==> src/rtl/spi_arbiter.sv <==
// Two-requester round-robin front end for a single SPI shift engine.
// Grants one transfer at a time and reports completion or timeout.
module spi_arbiter #(
    parameter int SIZE    = 8,
    parameter int TIMEOUT = 64
) (
    input  logic            clk,
    input  logic            rst_n,
    input  logic            req0,
    input  logic            req1,
    input  logic [SIZE-1:0] wdata0,
    input  logic [SIZE-1:0] wdata1,
    output logic            gnt0,
    output logic            gnt1,
    output logic            done0,
    output logic            done1,
    output logic            err0,
    output logic            err1,
    output logic [SIZE-1:0] rdata,
    output logic            busy,
    output logic            spi_start,
    output logic [SIZE-1:0] spi_tx,
    input  logic            spi_done,
    input  logic [SIZE-1:0] spi_rx
);

    localparam int CW = (TIMEOUT > 2) ? $clog2(TIMEOUT) : 1;
    localparam logic [CW-1:0] LAST = CW'(TIMEOUT - 2);

    typedef enum logic [1:0] {
        IDLE,
        START,
        WAIT
    } state_t;

    state_t        state;
    logic          ptr;
    logic          cur;
    logic [CW-1:0] cnt;
    logic          win1;

    // ptr holds the last winner; requester 1 wins only if alone or 0 won last
    assign win1 = req1 && (!req0 || !ptr);

    always_ff @(posedge clk or negedge rst_n) begin
        if (!rst_n) begin
            state     <= IDLE;
            ptr       <= 1'b1;
            cur       <= 1'b0;
            cnt       <= '0;
            gnt0      <= 1'b0;
            gnt1      <= 1'b0;
            done0     <= 1'b0;
            done1     <= 1'b0;
            err0      <= 1'b0;
            err1      <= 1'b0;
            spi_start <= 1'b0;
            busy      <= 1'b0;
            spi_tx    <= '0;
            rdata     <= '0;
        end else begin
            gnt0      <= 1'b0;
            gnt1      <= 1'b0;
            done0     <= 1'b0;
            done1     <= 1'b0;
            err0      <= 1'b0;
            err1      <= 1'b0;
            spi_start <= 1'b0;
            unique case (state)
                IDLE: begin
                    if (req0 || req1) begin
                        cur       <= win1;
                        gnt0      <= !win1;
                        gnt1      <= win1;
                        spi_tx    <= win1 ? wdata1 : wdata0;
                        spi_start <= 1'b1;
                        busy      <= 1'b1;
                        state     <= START;
                    end
                end
                START: begin
                    cnt   <= '0;
                    state <= WAIT;
                end
                WAIT: begin
                    if (spi_done) begin
                        rdata <= spi_rx;
                        done0 <= !cur;
                        done1 <= cur;
                        ptr   <= cur;
                        busy  <= 1'b0;
                        state <= IDLE;
                    end else if (cnt == LAST) begin
                        err0  <= !cur;
                        err1  <= cur;
                        ptr   <= cur;
                        busy  <= 1'b0;
                        state <= IDLE;
                    end else begin
                        cnt <= cnt + 1'b1;
                    end
                end
                default: begin
                    busy  <= 1'b0;
                    state <= IDLE;
                end
            endcase
        end
    end

endmodule

==> config.mk <==
export PLATFORM = sky130hd
export DESIGN_NAME = spi_arbiter
export DESIGN_NICKNAME = d
export VERILOG_FILES = /design/src/rtl/spi_arbiter.sv
export SDC_FILE = /design/constraint.sdc
export NUM_CORES = 1
export LEC_CHECK = 0
export CAP_MARGIN = 20
export CORE_MARGIN = 4
export CORE_UTILIZATION = 40
export CTS_CLUSTER_SIZE = 12
export DETAILED_ROUTE_END_ITERATION = 6
export GPL_TIMING_DRIVEN = 0
export PLACE_DENSITY = 0.83
export SYNTH_ARGS = -nofsm -noshare
export SYNTH_HDL_FRONTEND = slang
export SYNTH_SLANG_ARGS = --single-unit
==> constraint.sdc <==
create_clock -name clk -period 1.4 [get_ports clk]
set_input_delay 0.21 -clock clk [delete_from_list [all_inputs] [get_ports clk]]
set_output_delay 0.21 -clock clk [all_outputs]
set_load 0.05 [all_outputs]
==> impl_metrics.json, run 1 <==
{
  "status": "complete, but fails checks",
  "violations": "negative setup slack",
  "required_ns": 1.58,
  "initial_utilization_pct": 43.2,
  "timing.rr.start": "cnt[0]",
  "grt_usage_pct": 17.3,
  "yosysUniqueCellTypes": 38,
  "pwr-share-clk_pct": 14.5,
  "cts_tree": "done",
  "dpl_cell_area_um2": 2080,
  "r2r_slack_ns": -0.04,
  "swShare_pct": 47.0,
  "cts_max_path_buffers": 2,
  "overflow": 0,
  "hp-class": "input pin to flip-flop",
  "synth_top_area_share_pct": 55.1,
  "ys_seq_area_share_pct": 56.9,
  "static-leakage-power_uw": 0.00106,
  "dieWidth_um": 69.2,
  "max_stage_delay_ns": 0.38,
  "h-tree-depth": 2,
  "layout_common_cells": "dfrtp_1, clkdlybuf4s50_1, clkbuf_2",
  "grt_pass1_wl_mm": 6.53,
  "grt_max_degree": 35,
  "p_per_area_nw_per_um2": 2250,
  "power_switching_uw": 2400,
  "skew_ns": 0.00330,
  "crit_fanout": 4,
  "crit_family": "compound AO/OA/AOI/OAI gates",
  "synthTopCellsByArea": "dfrtp_1, mux2_2, a221o_1",
  "final_common_cell": "dfrtp_1",
  "yosys.area.top_type": "dfrtp_1",
  "report.final.slew_viol_count": 0,
  "rsz0062_at_grt": "yes",
  "period_share_pct": 103,
  "grt-busiest-layer": "met2",
  "slew-limit-headroom_pct": 51.9,
  "cp-end-kind": "flip-flop",
  "startpoint": "cnt[0]",
  "grt_use_met2_pct": 28.5,
  "crit_end": "cnt[1]",
  "rr_worst_depth": 6,
  "clk_pin_slew_ns": 0.06,
  "clk_latency_ns": 0.29,
  "fin_ws_ns": -0.0393,
  "via_per_inst": 5.29,
  "rows": 21,
  "ant_nets": 0,
  "fin_nets": 221,
  "io_buffers": 52,
  "vdd_drop_max_mv": 1.37,
  "areaGrowthSynthToFinish_pct": 51.5,
  "crit_arrival_ns": 1.62,
  "syn_avg_cell_area_um2": 12.4,
  "crit_type": "flip-flop to flip-flop",
  "crit_slowest_cell": "dfrtp_1",
  "power.share.sequential_pct": 31.2,
  "io_pins": 53,
  "drc_errors": 0,
  "yosysWarnings": 0,
  "cts_sinks": 34,
  "dr.pass1.iters": 4,
  "synth_fp_nets": 152,
  "cap_violations": 0,
  "p_int_uw": 2710,
  "final_area_um2": 2270,
  "start_kind": "flip-flop",
  "ys_seq_elements": 34,
  "die_h_um": 69.2,
  "worst_slew_pin_slew_ns": 0.722,
  "r2r_end": "cnt[1]",
  "wl_mm": 3.79,
  "drtIter0Drc": 89,
  "routedWlPerCell_um": 16.0,
  "critical_path_cell_count": 6,
  "grt_use_met1_pct": 19.4,
  "pwr-share-comb_pct": 54.3,
  "hold_viol": 0,
  "cts-root-buf": "clkbuf_8",
  "grtUsageMet3_pct": 7.10,
  "antenna_found_initial": 0,
  "coreArea_um2": 3470,
  "grt_pass1_vias": 1308,
  "place.gp.congestion": 0.891,
  "drive_gt1_share_pct": 31.9,
  "n_antenna_cell": 0,
  "syn_area_um2": 1500,
  "max_freq_ghz": 0.695,
  "die_area_um2": 4790,
  "tns_ns": -0.0595,
  "dpl.hpwl_mm": 2.71,
  "dr_total_vias": 1253,
  "setup_violations": 3,
  "cts_buffers": 5,
  "syn_inst": 121,
  "fin_crit_ns": 1.44,
  "critical_path.cell_chain": "inv_1, ha_2, and4_4, a21o_4, o31ai_4, a22o_1",
  "path_buf_inv": 1
}
==> worst min path at each step <==
stage          startpoint        to  slack, ns  cells past startpoint
2_1_floorplan       rst_n      busy      -0.09                      0
3_3_place_gp         busy      busy       0.46                      1
3_5_place_dp        rst_n    cnt[0]       0.31                      1
4_1_cts          spi_done      err1       0.46                      2
5_1_grt              req1  state[0]       0.42                      4
6_report             req1  state[0]       0.42                      4
==> metrics by stage <==
step / power (µW) / hold WS, ns / util (%) / setup slack (ns) / cells
3_3_place_gp: 4250 / 0.464 / 60.0 / -0.511 / 219
5_1_grt: 5390 / 0.424 / 65.4 / -0.0995 / 237
3_5_place_dp: 4350 / 0.312 / 59.9 / -0.287 / 219
6_report: 5100 / 0.421 / 65.4 / -0.0393 / 237
4_1_cts: 5040 / 0.460 / 64.8 / -0.0277 / 235
2_1_floorplan: 3410 / -0.0856 / - / -0.00213 / 121
==> cell families (layout without fill, tap and decap cells) <==
| logic type | count (synthesis) | in the layout | synth area share (%) |
|---|---|---|---|
| adders and majority gates | 2 | 2 | 1.67 |
| DFF | 34 | 34 | 56.9 |
| AOI/OAI and AO/OA | 34 | 34 | 17.4 |
| and+or+nand+nor | 31 | 31 | 12.7 |
| buffers and inverters | 9 | 79 | 3.34 |
| muxes | 11 | 11 | 8.02 |
==> area by class of cell <==
class	instances	area, µm²
Clock buffer	7	86.3
Fill cell	272	1200
Multi-Input combinational cell	78	678
Timing Repair Buffer	62	537
Clock inverter	1	5.00
Buffer	5	37.5
Inverter	4	15.0
Sequential cell	34	852
Tap cell	46	57.6
==> power by group through the flow <==
stage | logic (µW) | clock network, µW | registers (µW)
2_1_floorplan | 812 | 0 | 2600
3_3_place_gp | 2660 | 0 | 1590
3_5_place_dp | 2720 | 0 | 1620
4_1_cts | 2700 | 761 | 1580
5_1_grt | 2930 | 826 | 1630
6_report | 2770 | 742 | 1590
==> cell usage after synthesis, drive strengths merged <==
library cell	instances
buf	3
ha	2
mux2	8
nand2b	2
nand2	8
dfrtp	33
a311oi	1
a21oi	6
mux2i	3
nand3	1
a221o	5
and3	7
dfstp	1
a31oi	2
and2	2
o31ai	3
a22o	1
a21o	5
a32o	1
nor4	2
and4	1
o21ai	7
and2b	1
a221oi	1
a21boi	2
inv	4
and4b	1
clkbuf	2
nand3b	1
nor2	5
==> state kept, by name, indices dropped and copies added (netlist names), 2 cells and up <==
name    flops
rdata       8
spi_tx      8
state       2
cnt         6
==> metal layers <==
metal  wire [µm]  vias up
li1            -      584
met1        1470      627
met2        2050       33
met3         178        9
met4          97        0
met5           0        -
==> worst reg2reg max path: cells and delay by family (launching register included) <==
family / cells / cell delay, ns
buffers and inverters: 1 / 0.07
AOI/OAI and AO/OA: 3 / 0.44
DFF: 1 / 0.38
and+or+nand+nor: 1 / 0.28
adders and majority gates: 1 / 0.17
==> timing repair <==
action                                 in CTS  in global routing
pin swaps                                   4                  7
buffers inserted                            7                  2
endpoints found under the hold margin       2                  0
setup endpoints to repair                  33                 29
gates resized for setup                    38                 37
hold buffers                                1                  0
(Power assumes the default switching activity.)
==> inputs of run 2 (changes only) <==
- CORE_ASPECT_RATIO: default -> 0.5
==> run 2 against run 1 <==
  * Combinational power down 3%
  * Sequential power about the same
  * Sequential share of layout area up 0.70 points
  * Non-clock buffer count down 4
  * Critical path depth stayed put
  * Total power decreased by 3.4%
  * The run ends with negative hold slack left
  * Setup slack better by 0.041 ns
  * Worst hold slack lost 0.44 ns
  * First-iteration DRC count fell by 65%
  * Global-route usage fell by 2.7 points
  * Final cell count rose by 0.42%
==> impl_metrics.json, run 2 (synthesis gave the netlist of run 1 again) <==
{
  "layout_common_cells": "dfrtp_1, clkdlybuf4s50_1, dlygate4sd2_1",
  "start_kind": "flip-flop",
  "rows": 15,
  "cts_sinks": 34,
  "max_freq_ghz": 0.715,
  "path_buf_inv": 1,
  "clk_pin_slew_ns": 0.07,
  "period_share_pct": 99.9,
  "fin_nets": 217,
  "via_per_inst": 5.03,
  "areaGrowthSynthToFinish_pct": 48.7,
  "dr.pass1.iters": 4,
  "ant_nets": 0,
  "die_area_um2": 4850,
  "grt_max_degree": 35,
  "critical_path.cell_chain": "inv_1, ha_2, and4_4, a21oi_2, a21oi_1, a21o_1",
  "crit_type": "flip-flop to flip-flop",
  "hp-class": "input pin to asynchronous set/reset pin",
  "report.final.slew_viol_count": 0,
  "static-leakage-power_uw": 0.00105,
  "top_regs": "rdata (8), spi_tx (8), cnt (6)",
  "ff_latch_area_um2": 852,
  "cts_buffers": 5,
  "nFillCells": 280,
  "coreArea_um2": 3510,
  "required_ns": 1.56,
  "violations": "negative hold slack",
  "skew_ns": 0.00994,
  "rsz0062_at_grt": "yes",
  "setup_violations": 0,
  "dieWidth_um": 94.5,
  "clk_latency_ns": 0.28,
  "initial_utilization_pct": 42.7,
  "max_stage_delay_ns": 0.36,
  "n_antenna_cell": 0,
  "grt_pass1_vias": 1192,
  "cts_tree": "done",
  "grt_pass1_wl_mm": 5.51,
  "place.gp.congestion": 0.809,
  "status": "complete, but fails checks",
  "multi_input_comb_area_um2": 628,
  "crit_fanout": 4,
  "hold_viol": 33,
  "pwr-share-comb_pct": 54.6,
  "cp-end-kind": "flip-flop",
  "dpl.hpwl_mm": 2.40,
  "crit_family": "compound AO/OA/AOI/OAI gates",
  "power.share.sequential_pct": 31.7,
  "swShare_pct": 46.4,
  "grt_usage_pct": 14.6,
  "drtIter0Drc": 31,
  "h-tree-depth": 2,
  "die_h_um": 51.3,
  "p_int_uw": 2640,
  "drive_gt1_share_pct": 20.3,
  "routedWlPerCell_um": 14.7,
  "hold_ws_ns": -0.0187,
  "wl_mm": 3.49,
  "cts-root-buf": "clkbuf_8",
  "final_common_cell": "dfrtp_1",
  "drc_errors": 0,
  "pwr-share-clk_pct": 13.6,
  "cap_violations": 0,
  "worst_slew_pin_slew_ns": 0.722,
  "cts_max_path_buffers": 2,
  "power_switching_uw": 2280,
  "antenna_found_initial": 0,
  "dr_total_vias": 1198,
  "p_per_area_nw_per_um2": 2210,
  "crit_arrival_ns": 1.56,
  "place.detailed.instances": 224,
  "final_area_um2": 2230,
  "slew-limit-headroom_pct": 51.9,
  "vdd_drop_max_mv": 0.737,
  "fin_cells": 238,
  "overflow": 0,
  "post-place-ws_ns": -0.236,
  "crit_slowest_cell": "dfrtp_1",
  "io_buffers": 52,
  "dpl_cell_area_um2": 2080,
  "fin_crit_ns": 1.40,
  "io_pins": 53,
  "fin_ws_ns": 0.00145
}
[run 2: cell types whose count changed in the layout (fill, tap and decap cells not counted), moves of 2 or more]
cell	change
clkbuf_2	-13
dlygate4sd2_1	+12
clkbuf_1	+4
buf_4	-3
a21oi_4	-2
clkdlybuf4s15_1	-2
nor4_1	+2
nor4_2	-2
[run 2: metrics by stage]
stage / setup TNS (ns) / hold slack (ns) / total power, µW / util [%]
2_1_floorplan: -0.00213 / -0.0856 / 3410 / -
3_3_place_gp: -20.67 / 0.462 / 4240 / 59.5
3_5_place_dp: -3.99 / 0.307 / 4300 / 59.4
4_1_cts: -0.00472 / 0.00621 / 4890 / 62.4
5_1_grt: -0.302 / 0.0473 / 5170 / 63.5
6_report: 0 / -0.0187 / 4930 / 63.5
[run 2: area by class of cell]
type                    instances  area share (%)
flip-flops and latches         34            38.3
multi-input cells              78            28.2
inverters                       4           0.674
clock buffers                   8            3.60
repair buffers                 58            24.8
well taps                      51            2.87
plain buffers                   5            1.57
[run 2: worst paths after layout]
check / startpoint / to / slack (ns) / depth (start not counted)
max: cnt[0] / cnt[0] / 0.001 / 6
min in group clk: spi_done / err1 / 0.32 / 2
min: rst_n / err1 / -0.02 / 1
max reg2reg: cnt[0] / cnt[0] / 0.001 / 6
max in group asynchronous: rst_n / spi_tx[4] / 0.95 / 1
min reg2reg: busy / busy / 0.48 / 1
[run 2: per-layer routing]
metal  routed length [µm]  track usage, %  vias to the layer above
li1                     -               -                      576
met1                 1380            16.3                      589
met2                 1900            27.5                       29
met3                  170            3.82                        4
met4                   32            4.31                        0
met5                    0               0                        -
[run 2: power groups by stage]
stage	combinational, µW	sequential (µW)	clock (µW)
floorplan	812	2600	0
global placement	2660	1580	0
detailed placement	2700	1600	0
CTS	2640	1550	687
global route	2830	1620	724
finish	2690	1560	672
[run 2: repair_timing]
action / 4_1_cts / 5_1_grt
pin swaps: 2 / 2
hold buffers: 0 / 0
setup endpoints to repair: 32 / 23
gates resized for setup: 29 / 7
setup buffers: 4 / 2
==> inputs of run 3 (changes only) <==
- CORE_UTILIZATION: 40 -> 47
- PLACE_DENSITY: 0.83 -> 0.91
- clock period: 1.4 -> 1.7 ns (I/O delays scaled with it)
==> run 3 against run 2 <==
  * Die area shrank 13%
  * Flip-flop and latch count stayed put
  * Critical path depth shrank 5
  * Global-route usage rose by 3.6 points
  * The flow now finishes without violations
  * Setup slack improved by 0.035 ns
  * Count of clock-buffer cells in the layout fell by 3
  * Clock skew grew 0.0022 ns
==> impl_metrics.json, run 3 (synthesis gave the netlist of run 1 again) <==
{
  "status": "finished, final reports clean",
  "skew_ns": 0.0121,
  "die_h_um": 47.9,
  "layout_common_cells": "dfrtp_1, clkdlybuf4s50_1, dlygate4sd2_1",
  "initial_utilization_pct": 49.4,
  "grt_pass1_vias": 1164,
  "clk_latency_ns": 0.28,
  "report.final.slew_viol_count": 0,
  "antenna_found_initial": 0,
  "cts-root-buf": "clkbuf_8",
  "rr_worst_depth": 6,
  "cts_tree": "done",
  "critical_path_cell_count": 1,
  "required_ns": 1.44,
  "via_per_inst": 5.45,
  "hold_viol": 0,
  "dr.pass1.iters": 4,
  "cts_resized": 13,
  "overflow": 0,
  "rows": 14,
  "cap_violations": 0,
  "final_common_cell": "dfrtp_1",
  "dr_total_vias": 1199,
  "fin_crit_ns": 1.66,
  "io_pins": 53,
  "worst_slew_pin_slew_ns": 0.744,
  "clk_pin_slew_ns": 0.07,
  "wl_mm": 3.79,
  "coreArea_um2": 3030,
  "hold_ws_ns": 0.0310,
  "post-place-ws_ns": 0.0146,
  "fin_nets": 211,
  "grt_usage_pct": 18.2,
  "period_share_pct": 97.9,
  "slew-limit-headroom_pct": 50.4,
  "grt_pass1_wl_mm": 5.58,
  "cp-end-kind": "output port",
  "p_per_area_nw_per_um2": 1860,
  "crit_type": "flip-flop to output port",
  "setup_violations": 0,
  "routedWlPerCell_um": 17.2,
  "cts_sinks": 34,
  "h-tree-depth": 2,
  "start_kind": "flip-flop",
  "cts_buffers": 5,
  "drc_errors": 0,
  "die_area_um2": 4210,
  "dpl_cell_area_um2": 2060,
  "hp-class": "input pin to asynchronous set/reset pin",
  "ant_nets": 0,
  "crit_family": "buffers and inverters",
  "dpl.hpwl_mm": 2.70,
  "crit_arrival_ns": 1.41,
  "crit_slowest_cell": "clkdlybuf4s50_1",
  "path_buf_inv": 1,
  "areaGrowthSynthToFinish_pct": 44.1,
  "total_power_uw": 4020,
  "fin_ws_ns": 0.0363,
  "max_stage_delay_ns": 0.79,
  "place.gp.congestion": 0.783,
  "io_buffers": 52,
  "dieWidth_um": 87.8,
  "cts_setup_buffers": 0,
  "drive_gt1_share_pct": 17.2,
  "vdd_drop_max_mv": 1.12,
  "final_area_um2": 2160,
  "max_freq_ghz": 0.601,
  "static-leakage-power_uw": 0.00106,
  "n_antenna_cell": 0,
  "ctsHoldBuffers": 0,
  "cts_max_path_buffers": 2,
  "top_regs": "rdata (8), spi_tx (8), cnt (6)",
  "crit_fanout": 1,
  "critical_path.cell_chain": "clkdlybuf4s50_1",
  "grt_max_degree": 35,
  "drtIter0Drc": 40
}
==> run 3: cell types whose count changed in the layout (fill, tap and decap cells not counted), sizes merged, moves of 3 or more <==
cell / previous run / this run
buf: 10 / 4
clkbuf: 10 / 7
clkdlybuf4s15: 6 / 0
clkdlybuf4s50: 26 / 30
dlygate4sd2: 18 / 13
dlymetal6s2s: 1 / 8
==> run 3: stage by stage <==
| stage | cells | setup TNS [ns] | utilization [%] |
|---|---|---|---|
| after floorplan | 121 | 0 | - |
| after global placement | 213 | -8.68 | 68.2 |
| after detailed placement | 213 | 0 | 68.1 |
| after CTS | 220 | 0 | 70.3 |
| after global routing | 220 | -0.000985 | 71.2 |
| final | 220 | 0 | 71.2 |
==> run 3: path summary, 6_finish.rpt <==
| path | slack (ns) | startpoint | endpoint |
|---|---|---|---|
| worst max-delay path | 0.04 | done1 | done1 |
| worst min register to register | 0.48 | busy | busy |
| min in group clk | 0.48 | busy | busy |
| max in group asynchronous | 1.19 | rst_n | rdata[5] |
| worst max register to register | 0.09 | cnt[0] | cnt[1] |
| worst min-delay path | 0.03 | rst_n | rdata[3] |
==> run 3: layout make-up <==
cell class | count | area (µm²)
well taps | 40 | 50.0
multi-input cells | 78 | 603
repair buffers | 52 | 519
clock inverters | 2 | 15.0
clock buffers | 5 | 68.8
inverters | 4 | 15.0
plain buffers | 5 | 35.0
fillers | 204 | 872
flip-flops and latches | 34 | 852
==> run 3: report_power, final <==
part / total, µW / leakage, µW / internal (µW) / switching [µW]
logic: 2140 / 0.000597 / 727 / 1410
clock network: 572 / 0.0000362 / 279 / 293
registers: 1310 / 0.000428 / 1120 / 190
total: 4020 / 0.00106 / 2130 / 1900
==> run 3: layer usage <==
layer	vias up	wire length (µm)	GRT usage, %
met5	-	0	0
met4	0	68	7.34
met3	11	145	4.64
met2	29	2060	34.7
met1	595	1520	20.3
li1	564	-	-
